**src/rtl/fetch_queue.sv**
```systemverilog
// fetch_queue: circular instruction buffer between the fetch and decode stages.
// Show-ahead head entry, full/valid decoded from registered pointers only,
// kill flushes the queue, and reset_i empties it asynchronously.
module fetch_queue #(
    parameter int DEPTH    = 4,   // power of two, at least 2
    parameter int ADDR_LEN = 32,
    parameter int INSN_LEN = 32
) (
    input  logic                       clk_i,
    input  logic                       reset_i,
    input  logic                       enq_valid_i,
    input  logic [INSN_LEN-1:0]        enq_inst_i,
    input  logic [ADDR_LEN-1:0]        enq_pc_i,
    output logic                       full_o,
    input  logic                       kill_i,
    input  logic                       deq_ready_i,
    output logic                       deq_valid_o,
    output logic [INSN_LEN-1:0]        deq_inst_o,
    output logic [ADDR_LEN-1:0]        deq_pc_o,
    output logic [$clog2(DEPTH):0]     count_o
);

    localparam int IDX_W = $clog2(DEPTH);
    localparam int PTR_W = IDX_W + 1;

    // Pointers carry one extra wrap bit so full and empty are distinguishable.
    logic [PTR_W-1:0]    wr_ptr_r;
    logic [PTR_W-1:0]    rd_ptr_r;
    logic [INSN_LEN-1:0] inst_mem_r [0:DEPTH-1];
    logic [ADDR_LEN-1:0] pc_mem_r   [0:DEPTH-1];

    logic                empty_s;
    logic                full_s;
    logic                enq_fire_s;
    logic                deq_fire_s;
    logic [IDX_W-1:0]    wr_idx_s;
    logic [IDX_W-1:0]    rd_idx_s;

    assign wr_idx_s = wr_ptr_r[IDX_W-1:0];
    assign rd_idx_s = rd_ptr_r[IDX_W-1:0];

    // Occupancy decode from the registered pointers only.
    always_comb begin
        empty_s = (wr_ptr_r == rd_ptr_r);
        full_s  = (wr_idx_s == rd_idx_s) && (wr_ptr_r[IDX_W] != rd_ptr_r[IDX_W]);
    end

    // Transfer qualification; kill suppresses both directions.
    always_comb begin
        enq_fire_s = enq_valid_i && !full_s && !kill_i;
        deq_fire_s = deq_ready_i && !empty_s && !kill_i;
    end

    // Pointer update: kill collapses both pointers to zero, otherwise advance on transfers.
    always_ff @(posedge clk_i or posedge reset_i) begin
        if (reset_i) begin
            wr_ptr_r <= {PTR_W{1'b0}};
            rd_ptr_r <= {PTR_W{1'b0}};
        end else if (kill_i) begin
            wr_ptr_r <= {PTR_W{1'b0}};
            rd_ptr_r <= {PTR_W{1'b0}};
        end else begin
            if (enq_fire_s) begin
                wr_ptr_r <= wr_ptr_r + PTR_W'(1);
            end
            if (deq_fire_s) begin
                rd_ptr_r <= rd_ptr_r + PTR_W'(1);
            end
        end
    end

    // Entry storage; contents are never cleared because outputs are masked when empty.
    always_ff @(posedge clk_i) begin
        if (enq_fire_s) begin
            inst_mem_r[wr_idx_s] <= enq_inst_i;
            pc_mem_r[wr_idx_s]   <= enq_pc_i;
        end
    end

    // Show-ahead head entry, forced to zero while the queue is empty.
    always_comb begin
        deq_inst_o = {INSN_LEN{1'b0}};
        deq_pc_o   = {ADDR_LEN{1'b0}};
        if (!empty_s) begin
            deq_inst_o = inst_mem_r[rd_idx_s];
            deq_pc_o   = pc_mem_r[rd_idx_s];
        end else begin
            deq_inst_o = {INSN_LEN{1'b0}};
            deq_pc_o   = {ADDR_LEN{1'b0}};
        end
    end

    // Status outputs; pointer difference wraps naturally modulo 2*DEPTH.
    always_comb begin
        full_o      = full_s;
        deq_valid_o = !empty_s;
        count_o     = wr_ptr_r - rd_ptr_r;
    end

endmodule

```
**config.mk**
```make
export PLATFORM = sky130hd
export DESIGN_NAME = fetch_queue
export DESIGN_NICKNAME = d
export VERILOG_FILES = /design/src/rtl/fetch_queue.sv
export SDC_FILE = /design/constraint.sdc
export NUM_CORES = 1
export LEC_CHECK = 0
export ABC_CLOCK_PERIOD_IN_PS = 7800
export CAP_MARGIN = 15
export CORE_MARGIN = 3
export CORE_UTILIZATION = 35
export DETAILED_ROUTE_END_ITERATION = 16
export HOLD_SLACK_MARGIN = 0.05
export PLACE_DENSITY_LB_ADDON = 0.15
export SYNTH_ARGS = -nofsm -noshare
export SYNTH_HDL_FRONTEND = slang
export SYNTH_SLANG_ARGS = --single-unit
```
**constraint.sdc**
```tcl
create_clock -name clk_i -period 7.8 [get_ports clk_i]
set_input_delay 1.17 -clock clk_i [delete_from_list [all_inputs] [get_ports clk_i]]
set_output_delay 1.17 -clock clk_i [all_outputs]
set_load 0.01 [all_outputs]
```
; Yosys cells after proc, flatten, opt, wreduce, memory -nomap -nowiden
; Memory sizes are Yosys's and may differ from the RTL's.
; Cells that the tools add are included.
[word_totals]
reg_bits = 6
ramBits = 256
input_bits = 69
word_cells = 28
mem_count = 2
[mem_list]
columns = name, depth, width, read_ports, rd_ports_with_merged_regs, write_ports, line_no
row1 = inst_mem_r, 4, 32, 1, 0, 1, 29  ; logic [INSN_LEN-1:0] inst_mem_r [0:DEPTH-1];
row2 = pc_mem_r, 4, 32, 1, 0, 1, 30  ; logic [ADDR_LEN-1:0] pc_mem_r [0:DEPTH-1];
[op_classes]
addsub = 3
n_eq_ne = 3
n_mux = 8
n_reduce_logical = 10
[ops]
columns = op, n
row1 = $mux 32, 2
row2 = $mux 3, 4
row3 = $add 3x1->3 const B, 2
row4 = $logic_and 1x1->1, 5
row5 = $reduce_bool 2->1, 2
row6 = $eq 3x3->1, 1
row7 = $logic_not 1->1, 3
row8 = $sub 3x3->3, 1
row9 = $eq 2x2->1, 1
row10 = $mux 1, 2
row11 = $ne 1x1->1, 1

; Logic depth before layout (Yosys ltp)
[depth]
word_depth = 7
depth_mapped = 8
depth_no_buf = 5

; Least setup slack after synthesis
; OpenSTA, ideal clock, no wires.
[synth_timing]
path_type = input to register
startpoint = input port enq_valid_i
endpoint = memory inst_mem_r[1][0], enable pin
arrival_time_ns = 3.148
required_time_ns = 7.371
slack_ns = 4.223
cell_stages = 3
path_buffers = 1
cell_sequence = clkbuf_1 -> nor2b_1 -> and3_1
[synth_via]
elab_chain_len = 4
[synth_lines]
columns = item, line_no
row1 = start: declaration, 11  ; input logic enq_valid_i,
row2 = $logic_and 1x1->1 (2 in series), 50  ; enq_fire_s = enq_valid_i && !full_s && !kill_i;
row3 = $mux 1, 74  ; if (enq_fire_s) begin
row4 = $mux 1 (implied by the code), 75  ; inst_mem_r[wr_idx_s] <= enq_inst_i;
row5 = end: declaration, 29
; Every way passes these cells.

; Final worst setup path
[layout_timing]
startpoint = register rd_ptr_r[1]
endpoint = output port deq_pc_o[1]
[layout_via]
elab_chain_len = 2
word_cells_on_any_way = 3
[layout_lines]
columns = item, line_no
row1 = start: declaration, 28  ; logic [PTR_W-1:0] rd_ptr_r;
row2 = start signal: assignment, 58  ; rd_ptr_r <= {PTR_W{1'b0}};
row3 = start signal: assignment, 61  ; rd_ptr_r <= {PTR_W{1'b0}};
row4 = start signal: assignment, 67  ; rd_ptr_r <= rd_ptr_r + PTR_W'(1);
row5 = $mem_v2 4x32 or $eq 3x3->1 (tied branches), n/a
row6 = $mux 32 (*), 84  ; if (!empty_s) begin
row7 = end: declaration, 19  ; output logic [ADDR_LEN-1:0] deq_pc_o,
; Every way passes the cells marked *; elsewhere a longest branch is shown, timed or not.

==> impl_metrics.json <==
{
  "avgSynthCellArea_um2": 21.75,
  "synth_enable_flop_cells": 256,
  "synthTopCellsByArea": "edfxtp_1, mux4_2, and2_1",
  "drive_gt1_share_pct": 17.40,
  "utilization_pct": 44.40,
  "via_count": 4987,
  "rsz0062_at_grt": "false",
  "path_buf_inv": 3,
  "grt_pass1_vias": 5410,
  "cts.path.max_buffers": 3,
  "clock-root-buffer": "clkbuf_16",
  "htreeDepth": 1,
  "slew_headroom_pct": 26.91,
  "yosys_warnings": 0,
  "cp.depth": 6,
  "worstHoldPathType": "reg2reg",
  "final_common_cell": "edfxtp_1",
  "grt_usage_pct": 13.22,
  "core-area_um2": 28860,
  "numCtsBuffers": 28,
  "yosysTopAreaCellShare_pct": 74.72,
  "register_area_um2": 7845,
  "ys_ff_latch": 262,
  "setup_tns_ps": 0,
  "clk_latency_ps": 550,
  "avgRoutedWirePerCell_um": 20.30,
  "syn_to_final_growth_pct": 24.53,
  "crit_path_end_kind": "output pin",
  "crit_type": "reg2out",
  "min_period_ps": 4886,
  "clock-sinks": 262,
  "cts-resized-gates": 0,
  "setup_viol_count_final": 0,
  "postSynth.asyncResetShare_pct": 2.290,
  "synth_nets": 550,
  "status": "finished, final reports clean",
  "multiInputGateArea_um2": 2266,
  "fin_skew_ps": 29.67,
  "die_area_um2": 31490,
  "grt_pass1_wl_um": 31800,
  "io_buffers": 137,
  "antenna_cells": 0,
  "critPathMaxFanout": 68,
  "r2r_cells": 6,
  "postRouteAntennaNets": 0,
  "cts_tree": "built",
  "maxCapViolCount": 0,
  "most-common-layout-cells": "edfxtp_1, clkdlybuf4s50_1, mux4_2, and2_1, clkbuf_16",
  "cp_cell_sequence": "inv_1 -> ha_1 -> nand3_2 -> buf_4 -> and2_1 -> clkdlybuf4s50_1",
  "power.density_nw_per_um2": 383.5,
  "critPathLaunch": "rd_ptr_r[1]$_DFFE_PP0P_",
  "num_io_pins": 138,
  "vias_per_cell": 4.880,
  "synth_area_um2": 10290,
  "leakage_nw": 4.021,
  "fp.dieW_um": 177.5,
  "synth_cell_types": 34,
  "peakVddDrop_v": 0.0002239,
  "final-max-slew-violation-count": 0,
  "dp_hpwl_um": 11470,
  "crit_end": "deq_pc_o[1]",
  "place_congestion": 0.6939,
  "first_pass_iters": 4,
  "drtIter0Drc": 318,
  "grt_max_degree": 69,
  "r2r-end": "inst_mem_r[0][28]$_DFFE_PP_",
  "r2r-start": "rd_ptr_r[1]$_DFFE_PP0P_",
  "num_rows": 62,
  "tightest_slew_ps": 1096,
  "synth_seq_area_share_pct": 76.18,
  "antenna_found_initial": 0,
  "fmax_mhz": 204.7,
  "holdBufCountCts": 0,
  "wl_um": 20740,
  "grt-ovfl-total": 0,
  "crit_arrival_ps": 3720,
  "cp.required_ps": 6630,
  "dieHeight_um": 177.5,
  "critPathSlowestCell": "dfrtp_4",
  "nFillCells": 2556,
  "synth_top_area_cell": "edfxtp_1",
  "max_stage_delay_ps": 1150,
  "r2r_slack_ps": 3960,
  "post_cts_buffers": 0,
  "critPathTopFamily": "buffers and inverters",
  "start_util_pct": 35.65,
  "synth-main-ff-cell": "edfxtp_1",
  "fin_crit_sh_pct": 62.64,
  "cts.clk_slew.worst_paths_ps": 60,
  "nets": 695,
  "hold_viol": 0,
  "syn-instance-count": 473,
  "crit_path_start_kind": "register",
  "drc": 0
}
-- Yosys cell counts (all sizes together), types with 4 or more instances --
| cell | n |
|---|---|
| a31oi | 5 |
| and2 | 64 |
| buf | 13 |
| clkbuf | 12 |
| dfrtp | 6 |
| edfxtp | 256 |
| ha | 7 |
| inv | 7 |
| mux4 | 64 |
| nand2 | 4 |
| nand3 | 4 |
| nand4b | 4 |
-- sequential cells by signal, indices dropped and copies added (netlist names) --
| name | cells |
|---|---|
| inst_mem_r | 128 |
| pc_mem_r | 128 |
| rd_ptr_r | 3 |
| wr_ptr_r | 3 |
-- routing by layer --
layer	vias to the layer above	share of wire [%]	wire (um)	track usage (%)
met5	-	0	0	0
met4	0	2.3	476	3.436
met3	32	4.3	884	2.011
met2	130	51	10510	23.39
met1	2597	43	8876	17.06
li1	2228	-	-	-
-- power breakdown --
| group | internal, mW | switching [mW] |
|---|---|---|
| Combinational | 1.10 | 0.835 |
| Sequential | 1.69 | 0.134 |
| Clock | 0.655 | 0.503 |
-- tightest hold or removal path, cell delays in order, from the launching register on --
cell and delay, ps:
dfrtp_1 450, nand2_1 90, a31oi_1 70
-- area by class of cell --
class | count | area share (%)
clock buffer | 36 | 5.703
clock inverter | 14 | 0.5469
inverter | 7 | 0.2051
multi-input combinational | 179 | 17.69
sequential | 262 | 61.23
tap | 384 | 3.750
timing repair buffer | 140 | 10.88
-- cells by family after synthesis --
kind of cell,count (synthesis),share of synthesized area (%)
compound gates,7,0.4622
xor+xnor,2,0.2433
fa+ha+maj,8,1.046
buf+inv,32,2.031
flops,262,76.18
mux,65,14.12
simple gates,97,5.922
-- metrics by stage --
step	setup slack [ps]	total power, mW	instance area (um2)	cells	hold slack (ps)
after global placement	3382	3.841	12010	972	622.0
after CTS	2762	5.026	12810	1022	666.2
final	2914	4.914	12810	1022	659.8
after global routing	2611	5.199	12810	1022	701.0
after floorplan	4223	2.884	10290	473	583.1
after detailed placement	3345	3.848	12010	972	661.4
-- worst min path at each step --
stage                                  from                      end  slack, ps  cells after the start
global route        wr_ptr_r[2]$_DFFE_PP0P_  wr_ptr_r[2]$_DFFE_PP0P_        700                      2
finish              wr_ptr_r[2]$_DFFE_PP0P_  wr_ptr_r[2]$_DFFE_PP0P_        660                      2
global placement    wr_ptr_r[2]$_DFFE_PP0P_  wr_ptr_r[2]$_DFFE_PP0P_        620                      2
floorplan           wr_ptr_r[2]$_DFFE_PP0P_  wr_ptr_r[2]$_DFFE_PP0P_        580                      2
CTS                 wr_ptr_r[2]$_DFFE_PP0P_  wr_ptr_r[2]$_DFFE_PP0P_        670                      2
detailed placement  wr_ptr_r[2]$_DFFE_PP0P_  wr_ptr_r[2]$_DFFE_PP0P_        660                      2
(Power assumes the default switching activity.)
